`config.mk`:
```
export PLATFORM = sky130hd
export DESIGN_NAME = cache_write_buffer
export DESIGN_NICKNAME = d
export VERILOG_FILES = /design/src/rtl/cache_write_buffer.sv
export SDC_FILE = /design/constraint.sdc
export NUM_CORES = 1
export LEC_CHECK = 0
export CAP_MARGIN = 20
export CORE_ASPECT_RATIO = 0.75
export CORE_MARGIN = 10
export CORE_UTILIZATION = 40
export DETAILED_ROUTE_END_ITERATION = 12
export MAX_ROUTING_LAYER = met4
export PLACE_DENSITY = 0.64
export SYNTH_ARGS = -nofsm -noshare
export SYNTH_HDL_FRONTEND = slang
export SYNTH_SLANG_ARGS = --single-unit
```
`constraint.sdc`:
```
create_clock -name clock -period 5.6 [get_ports clock]
set_clock_uncertainty 0.05 [all_clocks]
set_input_delay 0.56 -clock clock [delete_from_list [all_inputs] [get_ports clock]]
set_output_delay 0.56 -clock clock [all_outputs]
set_load 0.005 [all_outputs]
```
`src/rtl/cache_write_buffer.sv`:
```
// Posted-write buffer between the D-cache memory port and main memory.
// Writes are queued and acked at once; reads wait until the queue drains.
module cache_write_buffer #(
  parameter int addr_width = 32,
  parameter int data_width = 32,
  parameter int depth      = 4
) (
  input  logic                         clock,
  input  logic                         rst,
  input  logic                         up_req,
  input  logic [addr_width-1:0]        up_addr,
  input  logic                         up_we,
  input  logic [3:0]                   up_be,
  input  logic [data_width-1:0]        up_wdata,
  output logic                         up_gnt,
  output logic                         up_rvalid,
  output logic [data_width-1:0]        up_rdata,
  output logic                         mem_req,
  output logic [addr_width-1:0]        mem_addr,
  output logic                         mem_we,
  output logic [3:0]                   mem_be,
  output logic [data_width-1:0]        mem_wdata,
  input  logic                         mem_gnt,
  input  logic                         mem_rvalid,
  input  logic [data_width-1:0]        mem_rdata,
  output logic [$clog2(depth+1)-1:0]   buf_count
);

  localparam int pw = $clog2(depth);
  localparam int cw = $clog2(depth+1);

  typedef enum logic [2:0] {
    IDLE, WR_REQ, WR_RESP, RD_REQ, RD_RESP
  } state_t;

  state_t state, state_nxt;

  logic [addr_width-1:0] fifo_addr [depth];
  logic [3:0]            fifo_be   [depth];
  logic [data_width-1:0] fifo_data [depth];

  logic [pw-1:0] wr_ptr, rd_ptr, head;
  logic [cw-1:0] count;
  logic          full, empty, rd_busy;
  logic          push, pop, rd_gnt;
  logic          req_nxt, load_wr, load_rd, rsp_rd;

  assign full      = count == cw'(depth);
  assign empty     = count == '0;
  assign rd_busy   = (state == RD_REQ) || (state == RD_RESP);
  assign push      = up_req & up_we & ~full & ~rd_busy;
  assign rd_gnt    = up_req & ~up_we & empty & (state == IDLE);
  assign up_gnt    = push | rd_gnt;
  assign pop       = (state == WR_RESP) & mem_rvalid;
  assign buf_count = count;

  // The head moves on the same edge as a pop, so look one slot ahead.
  assign head = pop ? rd_ptr + pw'(1) : rd_ptr;

  always_ff @(posedge clock) begin
    if (push) begin
      fifo_addr[wr_ptr] <= up_addr;
      fifo_be[wr_ptr]   <= up_be;
      fifo_data[wr_ptr] <= up_wdata;
    end
  end

  always_ff @(posedge clock or negedge rst) begin
    if (!rst) begin
      wr_ptr <= '0;
      rd_ptr <= '0;
      count  <= '0;
    end else begin
      if (push) wr_ptr <= wr_ptr + pw'(1);
      if (pop)  rd_ptr <= rd_ptr + pw'(1);
      if (push && !pop)      count <= count + cw'(1);
      else if (pop && !push) count <= count - cw'(1);
    end
  end

  always_ff @(posedge clock or negedge rst) begin
    if (!rst) state <= IDLE;
    else      state <= state_nxt;
  end

  always_comb begin
    state_nxt = state;
    unique case (state)
      IDLE: begin
        if (!empty)      state_nxt = WR_REQ;
        else if (rd_gnt) state_nxt = RD_REQ;
      end
      WR_REQ:  if (mem_gnt) state_nxt = WR_RESP;
      WR_RESP: begin
        if (mem_rvalid)
          state_nxt = (count > cw'(1)) ? WR_REQ : IDLE;
      end
      RD_REQ:  if (mem_gnt) state_nxt = RD_RESP;
      RD_RESP: if (mem_rvalid) state_nxt = IDLE;
      default: state_nxt = IDLE;
    endcase
  end

  always_comb begin
    req_nxt = (state_nxt == WR_REQ) || (state_nxt == RD_REQ);
    load_wr = (state_nxt == WR_REQ) && (state != WR_REQ);
    load_rd = (state_nxt == RD_REQ) && (state != RD_REQ);
    rsp_rd  = (state == RD_RESP) && mem_rvalid;
  end

  // Memory-side fields load only on entry to a request state, so they
  // hold steady across any grant stall.
  always_ff @(posedge clock or negedge rst) begin
    if (!rst) begin
      mem_req   <= 1'b0;
      mem_addr  <= '0;
      mem_we    <= 1'b0;
      mem_be    <= '0;
      mem_wdata <= '0;
      up_rvalid <= 1'b0;
      up_rdata  <= '0;
    end else begin
      mem_req <= req_nxt;
      if (load_wr) begin
        mem_addr  <= fifo_addr[head];
        mem_be    <= fifo_be[head];
        mem_wdata <= fifo_data[head];
        mem_we    <= 1'b1;
      end else if (load_rd) begin
        mem_addr <= up_addr;
        mem_be   <= up_be;
        mem_we   <= 1'b0;
      end
      up_rvalid <= push | rsp_rd;
      if (rsp_rd) up_rdata <= mem_rdata;
    end
  end

endmodule

```
==> summary.md <==
| Metric | Value |
|---|---|
| Share of layout cells above drive strength 1 | 0.208 |
| Rows | 66 |
| Comb power frac | 0.375 |
| Sw Pwr | around 3400 µW |
| Outcome | finished, final reports clean |
| CP max stage cell | buf_4 |
| GRT overflow | 0 |
| Register area | approximately 11,000 µm² |
| Switching Share | 0.315 |
| Area of the multi-input gates | 5930 µm² |
| HPWL after DPL | roughly 25,000 µm |
| Reg2reg path depth | 7 |
| Worst-path clk slew | around 0.060 ns |
| # DRC | 0 |
| Via density | between 5 and 6 |
| Worst setup SP type | register |
| Syn nets | ~1,200 |
| Max-Cap Viols | 0 |
| Sequential share of power | 0.377 |
| Die ar. | between 50,000 and 60,000 µm² |
| P&R area growth vs syn | 22.2% |
| Worst skew pair latency | ~0.54 ns |
| Worst Hold Class | in -> async |
| Fill cells | approximately 3,700 |
| Vias | between 10,000 and 15,000 |
| Period minus WS final | 3.59 ns |
| Routed len/inst | 22.2 µm |
| First-pass GRT wire length | between 60,000 and 70,000 µm |
| Setup Fix Bufs, Post-CTS | 0 |
| Largest net degree at the start of global routing | between 100 and 150 |
| Maximum VDD drop | approximately 300 µV |
| Placed cell count | around 1,800 |
| Die width | between 200 and 300 µm |
| Worst R2R Setup Slack | between 2 and 2.5 ns |
| Htree depth | 2 |
| CTS tree | built |
| Register area share after synthesis | 0.630 |
| Drt first-iter violations | ~540 |
| Vias in the first global route | approximately 11,000 |
| Mapped Avg Cell Area | 16.1 µm² |
| Core area | between 40,000 and 50,000 µm² |
| Internal power | between 7000 and 8000 µW |
| Num CTS Buffers | 40 |
| Ys flop type | edfxtp_1 |
| PostCTS Resize Cnt | 0 |
| Total leakage power | between 0.007 and 0.008 µW |
| WP data arrival | roughly 3.0 ns |
| Total global-route track usage | 0.161 |
| Max stage delay on crit path | between 0.6 and 0.7 ns |
| Slew HR | 0.272 |
| TNS Setup | 0 ns |
| Setup crit end kind | primary output |
| Final std cells w/o fill | between 1,500 and 2,000 |
| Initial antenna violation count | 2 |
| Clock Sinks | between 300 and 400 |
| Starting Density | 0.403 |
| Port bufs | about 210 |
| Number of synthesized register bits | 385 |
| Root buffer cell | clkbuf_16 |
| Critical path class | reg -> out |
| Clk pwr share | 0.248 |
| Cells after synthesis | between 1,000 and 1,500 |
| Post-synthesis cell type count | between 40 and 50 |
| DRT antenna net count | 0 |
| Cell area after synthesis | about 17,000 µm² |
| Drt first pass iters | 5 |
| Fin crit share | 0.641 |
| Final setup viols | 0 |
| Async SR Flop Fraction | 0.294 |
| RSZ-0062 raised after global routing | false |
| NumNets Final | approximately 1,400 |
| Hold Buf Count CTS | 0 |
| Fin. Hold Viols | 0 |
| Chip height | 201 µm |
| Required @ worst endpoint | about 5.0 ns |
| FMAX | around 280 MHz |
| Placer Congestion | about 0.74 |
| Routed WL | between 40,000 and 50,000 µm |
| Least-Margin Pin Slew | 1.09 ns |
| CP cell instances | inv_1 > ha_1 > nor2b_1 > nand3_4 > buf_4 > o21ai_0 > clkdlybuf4s50_1 |
| Synth warn | 0 |
| I/O Pins | around 210 |
| Slew Viols, Final | 0 |
| Worst Path Max Fanout | 38 |
| Power Dens Cells | between 500 and 600 nW/µm² |
| EDFF count, synth | 272 |
| Largest buffer count on any clock path | 3 |
## cells in the final DEF (no fill, tap or decap), types with 2 or more instances in the layout
| cell | netlist | final |
|---|---|---|
| nor2b_1 | 3 | 2 |
| nand2_4 | 0 | 2 |
| mux2i_1 | 207 | 207 |
| clkbuf_1 | 34 | 11 |
| inv_6 | 0 | 2 |
| diode_2 | 0 | 2 |
| nand2b_1 | 2 | 2 |
| and3_1 | 3 | 3 |
| a221oi_1 | 32 | 32 |
| mux2_2 | 178 | 178 |
| buf_4 | 5 | 15 |
| clkbuf_16 | 0 | 41 |
| nor3b_1 | 2 | 2 |
| xor2_1 | 3 | 3 |
| inv_1 | 8 | 8 |
| nand2_1 | 13 | 11 |
| clkbuf_8 | 0 | 5 |
| o22ai_1 | 67 | 67 |
| clkdlybuf4s50_1 | 0 | 211 |
| xnor2_1 | 4 | 4 |
| bufinv_16 | 0 | 4 |
| clkinv_2 | 0 | 7 |
| mux2_1 | 21 | 21 |
| buf_12 | 7 | 2 |
| edfxtp_1 | 272 | 272 |
| clkinv_4 | 0 | 2 |
| o21ai_0 | 4 | 4 |
| ha_1 | 8 | 8 |
| a221o_1 | 35 | 35 |
| and2_4 | 0 | 4 |
| dfrtp_1 | 113 | 113 |
| nor2_1 | 5 | 4 |
## metrics by stage
stage	utilization	instance area (µm²)	total power, µW	hold WS, ns	setup slack [ns]
floorplan	-	17400	6620	0.214	2.28
global placement	0.461	20000	8190	0.409	1.93
detailed placement	0.462	20000	8300	0.426	1.89
CTS	0.492	21300	11000	0.0714	1.95
global route	0.493	21300	11500	0.103	1.84
finish	0.493	21300	10900	0.0562	2.01
## cells in the mapped netlist, drive strengths merged, types with 2 or more instances
library cell,count,area share
mux2i,207,0.12
nand2,13,0.0028
and2,5,0.0018
ha,8,0.0057
nand3,2,0.00057
dfrtp,113,0.16
o22ai,67,0.024
nor2b,3,0.0011
xnor2,4,0.0020
a221o,35,0.020
a221oi,32,0.016
buf,45,0.026
nor2,5,0.0011
nand2b,2,0.00072
xor2,3,0.0015
nor3b,2,0.00086
o21ai,5,0.0014
clkbuf,34,0.0073
mux2,199,0.13
o311ai,2,0.0014
edfxtp,272,0.47
inv,8,0.0017
and3,3,0.0011
## worst max-delay path, delay by kind of cell, from the launching register on
kind	cells	cell delay (ns)
and+or+nand+nor	2	0.28
buffers and inverters	3	1.26
adders and majority gates	1	0.23
AOI/OAI and AO/OA	1	0.21
DFF	1	0.44
## path summary, 6_finish.rpt
kind                               from                to
max                        buf_count[0]            up_gnt
max in group asynchronous           rst     mem_wdata[27]
min                                 rst      mem_addr[19]
min in group clock         mem_wdata[4]      mem_wdata[4]
max reg2reg                buf_count[0]  fifo_addr[3][24]
min reg2reg                mem_wdata[4]      mem_wdata[4]
## routing by layer
metal  global-route usage  routed length, µm
met5                    -                  0
met4               0.0367                675
met3               0.0441               2880
met2                0.251              19300
met1                0.207              18900
## power by group through the flow
| stage | combinational [µW] | sequential (µW) | clock (µW) |
|---|---|---|---|
| 6_report | 4080 | 4110 | 2700 |
| 5_1_grt | 4450 | 4180 | 2890 |
| 4_1_cts | 4160 | 4110 | 2770 |
| 3_5_place_dp | 4140 | 4160 | 0 |
| 3_3_place_gp | 4050 | 4140 | 0 |
| 2_1_floorplan | 2550 | 4070 | 0 |
## cells by family after synthesis
family | count (synthesis) | share of synthesized area
and+or+nand+nor | 38 | 0.0112
DFF | 385 | 0.630
buffers and inverters | 87 | 0.0346
xor gates and xnor gates | 7 | 0.00351
muxes | 406 | 0.247
AOI/OAI and AO/OA | 150 | 0.0676
adders and majority gates | 8 | 0.00574
## layout make-up
class / count / area share
sequential: 385 / 0.516
multi-input combinational: 609 / 0.278
timing repair buffer: 230 / 0.108
clock buffer: 57 / 0.0533
tap: 578 / 0.0339
clock inverter: 16 / 0.00910
inverter: 8 / 0.00141
antenna: 2 / 0.000235
## state kept, by name, indices dropped and copies added (netlist names)
name and flops:
fifo_addr 128, fifo_data 128, mem_addr 32, mem_wdata 32
up_rdata 32, fifo_be 16, mem_be 4, buf_count 3
state 3, rd_ptr 2, wr_ptr 2, mem_req 1
mem_we 1, up_rvalid 1
(Power assumes the default switching activity.)
==> patch 1: new RTL, config.mk and constraints unchanged <==
The parameter `data_width` goes from 32 to 16.
--- a/src/rtl/cache_write_buffer.sv
+++ b/src/rtl/cache_write_buffer.sv
@@ -2,7 +2,7 @@
 // Writes are queued and acked at once; reads wait until the queue drains.
 module cache_write_buffer #(
   parameter int addr_width = 32,
-  parameter int data_width = 32,
+  parameter int data_width = 16,
   parameter int depth      = 4
 ) (
   input  logic                         clock,
Ports: changed (resized mem_rdata, mem_wdata, up_rdata and up_wdata); port bits go from 213 to 149. No check against the original RTL was run, so the function may have changed too.
==> patch 1 against the original RTL <==
Register-to-register slack better by 310 ps; sequential power down 25%; synthesized area down 24%; sequential cell count down 96; setup slack better by 99 ps; total power down 26%; routed wire length down 27%; worst hold slack better by 300 ps; final area down 25%; critical path type unchanged; largest power group unchanged.
==> patch 1: results (changes against the original RTL) <==
| Metric | Reported | Delta |
|---|---|---|
| Outcome | finished clean |  |
| Number of antenna repair diodes | 3 | +1 |
| Global routing usage summed across all routing layers | 15.0% | -1.1 points |
| Met2 routed WL | 14.4 mm | -25% |
| Post-synthesis mux area share | 24.5% | -0.17 points |
| Final instance count without filler cells | 1437 | -24% |
| Data arrival, critical path | 2880 ps | -100 ps |
| Total area of multi-input combinational cells | 4620 sq um | -22% |
| Post-DR wirelength/cell | 21.3 um | -4.0% |
| Gate Count Post-Synth | 842 | -22% |
| Vias post-DR | 7718 | -25% |
| Total number of multi-input combinational cells | 483 | -21% |
| Share of the core filled with cells | 49.2% | about the same |
| Startpoint of the worst register-to-register path | state[2] |  |
| Leakage power | 5.78 nW | -24% |
| Initial DRC count | 438 | -18% |
| Fraction of registers with async set/reset | 28.0% | -1.3 points |
| Post-Synth XOR/XNOR Area | 0.460% | +0.11 points |
| Number of H-tree levels | 1 | -1 |
| Layout cells sized above 1 | 19.8% | -1.1 points |
| Global-route wire length before repair | 47.7 mm | -26% |
| Clock insertion delay at the later pin of the skew report | 560 ps | +20 ps |
| Ranking of synthesized cells by instance count | edfxtp_1, mux2i_1, mux2_2 |  |
| Final weighted congestion in routability-driven placement | 0.729 | -1.1% |
| Post-Syn Nets | 924 | -23% |
| Hold buffers post-CTS | 1 | +1 |
| Reg-to-reg setup timing slack | 2660 ps | +310 ps |
| Vias in the first global route | 8197 | -26% |
| Sequential-to-total area share from yosys stat | 62.1% | -0.96 points |
| Number of flip-flops and latches in the synthesized netlist | 289 | -25% |
| Post-layout nets | 1051 | -24% |
| Largest cells by area after synthesis | edfxtp_1, dfrtp_1, mux2i_1 |  |
| Unique masters post-synth | 41 | -2.4% |
| Switching portion of total power | 31.9% | +0.40 points |
| Fraction of cell area in non-clock buffers | 9.95% | -0.86 points |
| Arithmetic-cell share of the synthesized area counting full adders, half adders and majority gates | 0.751% | +0.18 points |
| GR Util met1 | 19.6% | -1.0 points |
| DP Area | 15000 sq um | -25% |
| Met3 usage in global routing | 2.70% | -1.7 points |
==> patch 1: cell types whose count changed after synthesis, sizes merged, moves of 3 or more <==
| cell | unedited run | this run |
|---|---|---|
| a221oi | 32 | 16 |
| buf | 45 | 42 |
| clkbuf | 34 | 21 |
| dfrtp | 113 | 81 |
| edfxtp | 272 | 208 |
| mux2 | 199 | 135 |
| mux2i | 207 | 175 |
| o22ai | 67 | 52 |
==> patch 1: power by group through the flow <==
stage	clock, mW	combinational [mW]	sequential (mW)
after global routing	2.09	3.34	3.14
after CTS	2.00	3.12	3.09
after detailed placement	0	3.10	3.12
after floorplan	0	2.02	3.04
after global placement	0	3.06	3.12
final	1.96	3.05	3.08
==> patch 1: per-stage QoR <==
step | worst slack [ps] | hold slack (ps)
6_report | 2110 | 361
5_1_grt | 1850 | 377
4_1_cts | 2030 | 343
3_5_place_dp | 2150 | 354
3_3_place_gp | 2220 | 356
2_1_floorplan | 2650 | 214
==> patch 2: new RTL, config.mk and constraints unchanged <==
Made on the original files. The 5 states of `state_t` get a Gray code encoding in 3 bits.
--- a/src/rtl/cache_write_buffer.sv
+++ b/src/rtl/cache_write_buffer.sv
@@ -30,7 +30,7 @@
   localparam int cw = $clog2(depth+1);
 
   typedef enum logic [2:0] {
-    IDLE, WR_REQ, WR_RESP, RD_REQ, RD_RESP
+    IDLE = 3'b000, WR_REQ = 3'b001, WR_RESP = 3'b011, RD_REQ = 3'b010, RD_RESP = 3'b110
   } state_t;
 
   state_t state, state_nxt;
Behaviour: no difference found for any inputs over 4 cycles, from zero or initial values and one cycle with rst low; so few cycles prove little.
==> patch 2 against the original RTL <==
Routed wire length increased by 20%; setup slack improved by 160 ps; sequential power decreased by 3%; critical path type unchanged; sequential cell count unchanged; critical endpoint unchanged; largest cell class unchanged; total power increased by 4.8%; synthesized area increased by 6.4%; final area increased by 4.5%; sequential share of layout area decreased by 2.2 points; first-iteration DRC count increased by 92%; combinational power increased by 19%.
==> patch 2: results (changes against the original RTL) <==
| Metric | Reported | Delta |
|---|---|---|
| DR WL met3 | 4.24 mm | +47% |
| Fillcell total | 4018 | +8.5% |
| Number of buffers added on ports | 212 | unchanged |
| Slowest cell on crit path | a21oi_1 |  |
| Outcome | finished clean |  |
| Global routing usage summed across all routing layers | 18.2% | +2.1 points |
| Cts bufs inserted | 42 | +5.0% |
| Maximum fanout count along the critical path | 12 | -68% |
| Highest ir drop seen on vdd | 0.381 mV | +26% |
| Largest cells by area after synthesis | edfxtp_1, dfrtp_1, mux2i_1 |  |
| Vias post-DR | 12.8k | +25% |
| Post-layout nets | 1696 | +22% |
| Initial DRC count | 1029 | +92% |
| Routed met1 length | 22.5 mm | +19% |
| Worst slew margin | 29.6% | +2.4 points |
| DP Area | 21000 sq um | +5.0% |
| Wirelength, routed | 50.0 mm | +20% |
| Cell type group with the largest total delay on the critical path | compound AO/OA/AOI/OAI gates |  |
| Number of antenna violations at the first check in global routing | 6 | +4 |
| Largest stage delay, worst path | 660 ps | +20 ps |
| Pin count of the biggest net entering global routing | 158 | +35% |
| Reg-to-reg setup timing slack | 2370 ps | +20 ps |
| Global-route wire length before repair | 77.0 mm | +20% |
| HPWL reported at the end of detailed placement | 28.4 mm | +15% |
| Data arrival, critical path | 2830 ps | -150 ps |
| Worst Reg2Reg Path Length in Cells | 5 | -2 |
| Worst reg2reg path endpoint | fifo_data[1][13] |  |
| Clock insertion delay at the later pin of the skew report | 550 ps |  |
| Sequential-to-total area share from yosys stat | 59.2% | -3.8 points |
| Post-Syn Nets | 1556 | +30% |
| Leakage power | 8.05 nW | +5.7% |
| Met2 routed WL | 22.6 mm | +17% |
| Critical path launch point | state[0] |  |
| Layout cells sized above 1 | 10.8% | -10 points |
patch 2: per-stage QoR:
| stage | hold slack (ps) | instances | worst slack [ps] |
|---|---|---|---|
| finish | 64.8 | 2215 | 2160 |
| detailed placement | 436 | 2131 | 1900 |
| floorplan | 214 | 1442 | 2330 |
| global route | 115 | 2215 | 2040 |
| global placement | 415 | 2131 | 2000 |
| CTS | 84.0 | 2208 | 2160 |
patch 2: worst min path at each step:
stage / start / endpoint / slack [ps] / cells past startpoint
2_1_floorplan: rst / buf_count[0] / 210 / 0
3_3_place_gp: mem_we / mem_we / 420 / 2
3_5_place_dp: mem_we / mem_we / 440 / 2
4_1_cts: rst / mem_addr[12] / 80 / 1
5_1_grt: rst / mem_addr[10] / 120 / 1
6_report: rst / mem_addr[12] / 60 / 1
patch 2: final cells by class:
class / count / area (sq um) / area share [%]
timing repair buffer: 238 / 2400 / 10.8
multi-input combinational: 909 / 6840 / 30.7
tap: 595 / 744 / 3.34
antenna: 5 / 12.5 / 0.0562
clock buffer: 66 / 1190 / 5.35
sequential: 385 / 11000 / 49.4
clock inverter: 11 / 57.6 / 0.258
inverter: 6 / 30.0 / 0.135
patch 2: report_power, final:
part           switching [mW]  internal, mW  total [mW]
clock network            1.10          1.46        2.56
registers               0.372          3.63        4.00
logic                    2.73          2.12        4.85
patch 2: per-layer routing:
metal  GRT usage, %  vias to the layer above
li1               -                     5812
met1           23.7                     6478
met2           27.8                      467
met3           5.17                       68
met4           4.65                        0
met5              -                        -
patch 2: kinds of logic after synthesis:
family / after synthesis / share of synthesized area, %
compound gates: 284 / 13.5
simple gates: 439 / 12.8
buf+inv: 148 / 4.15
fa+ha+maj: 8 / 0.539
mux: 172 / 9.50
xor+xnor: 6 / 0.323
flops: 385 / 59.2
patch 2: worst register-to-register path: cells and delay by family, from the launching register on:
family / cells / cell delay [ps]
AND/OR/NAND/NOR: 3 / 1130
AO/OA/AOI/OAI: 1 / 660
flip-flops: 1 / 590
buffers and inverters: 1 / 460
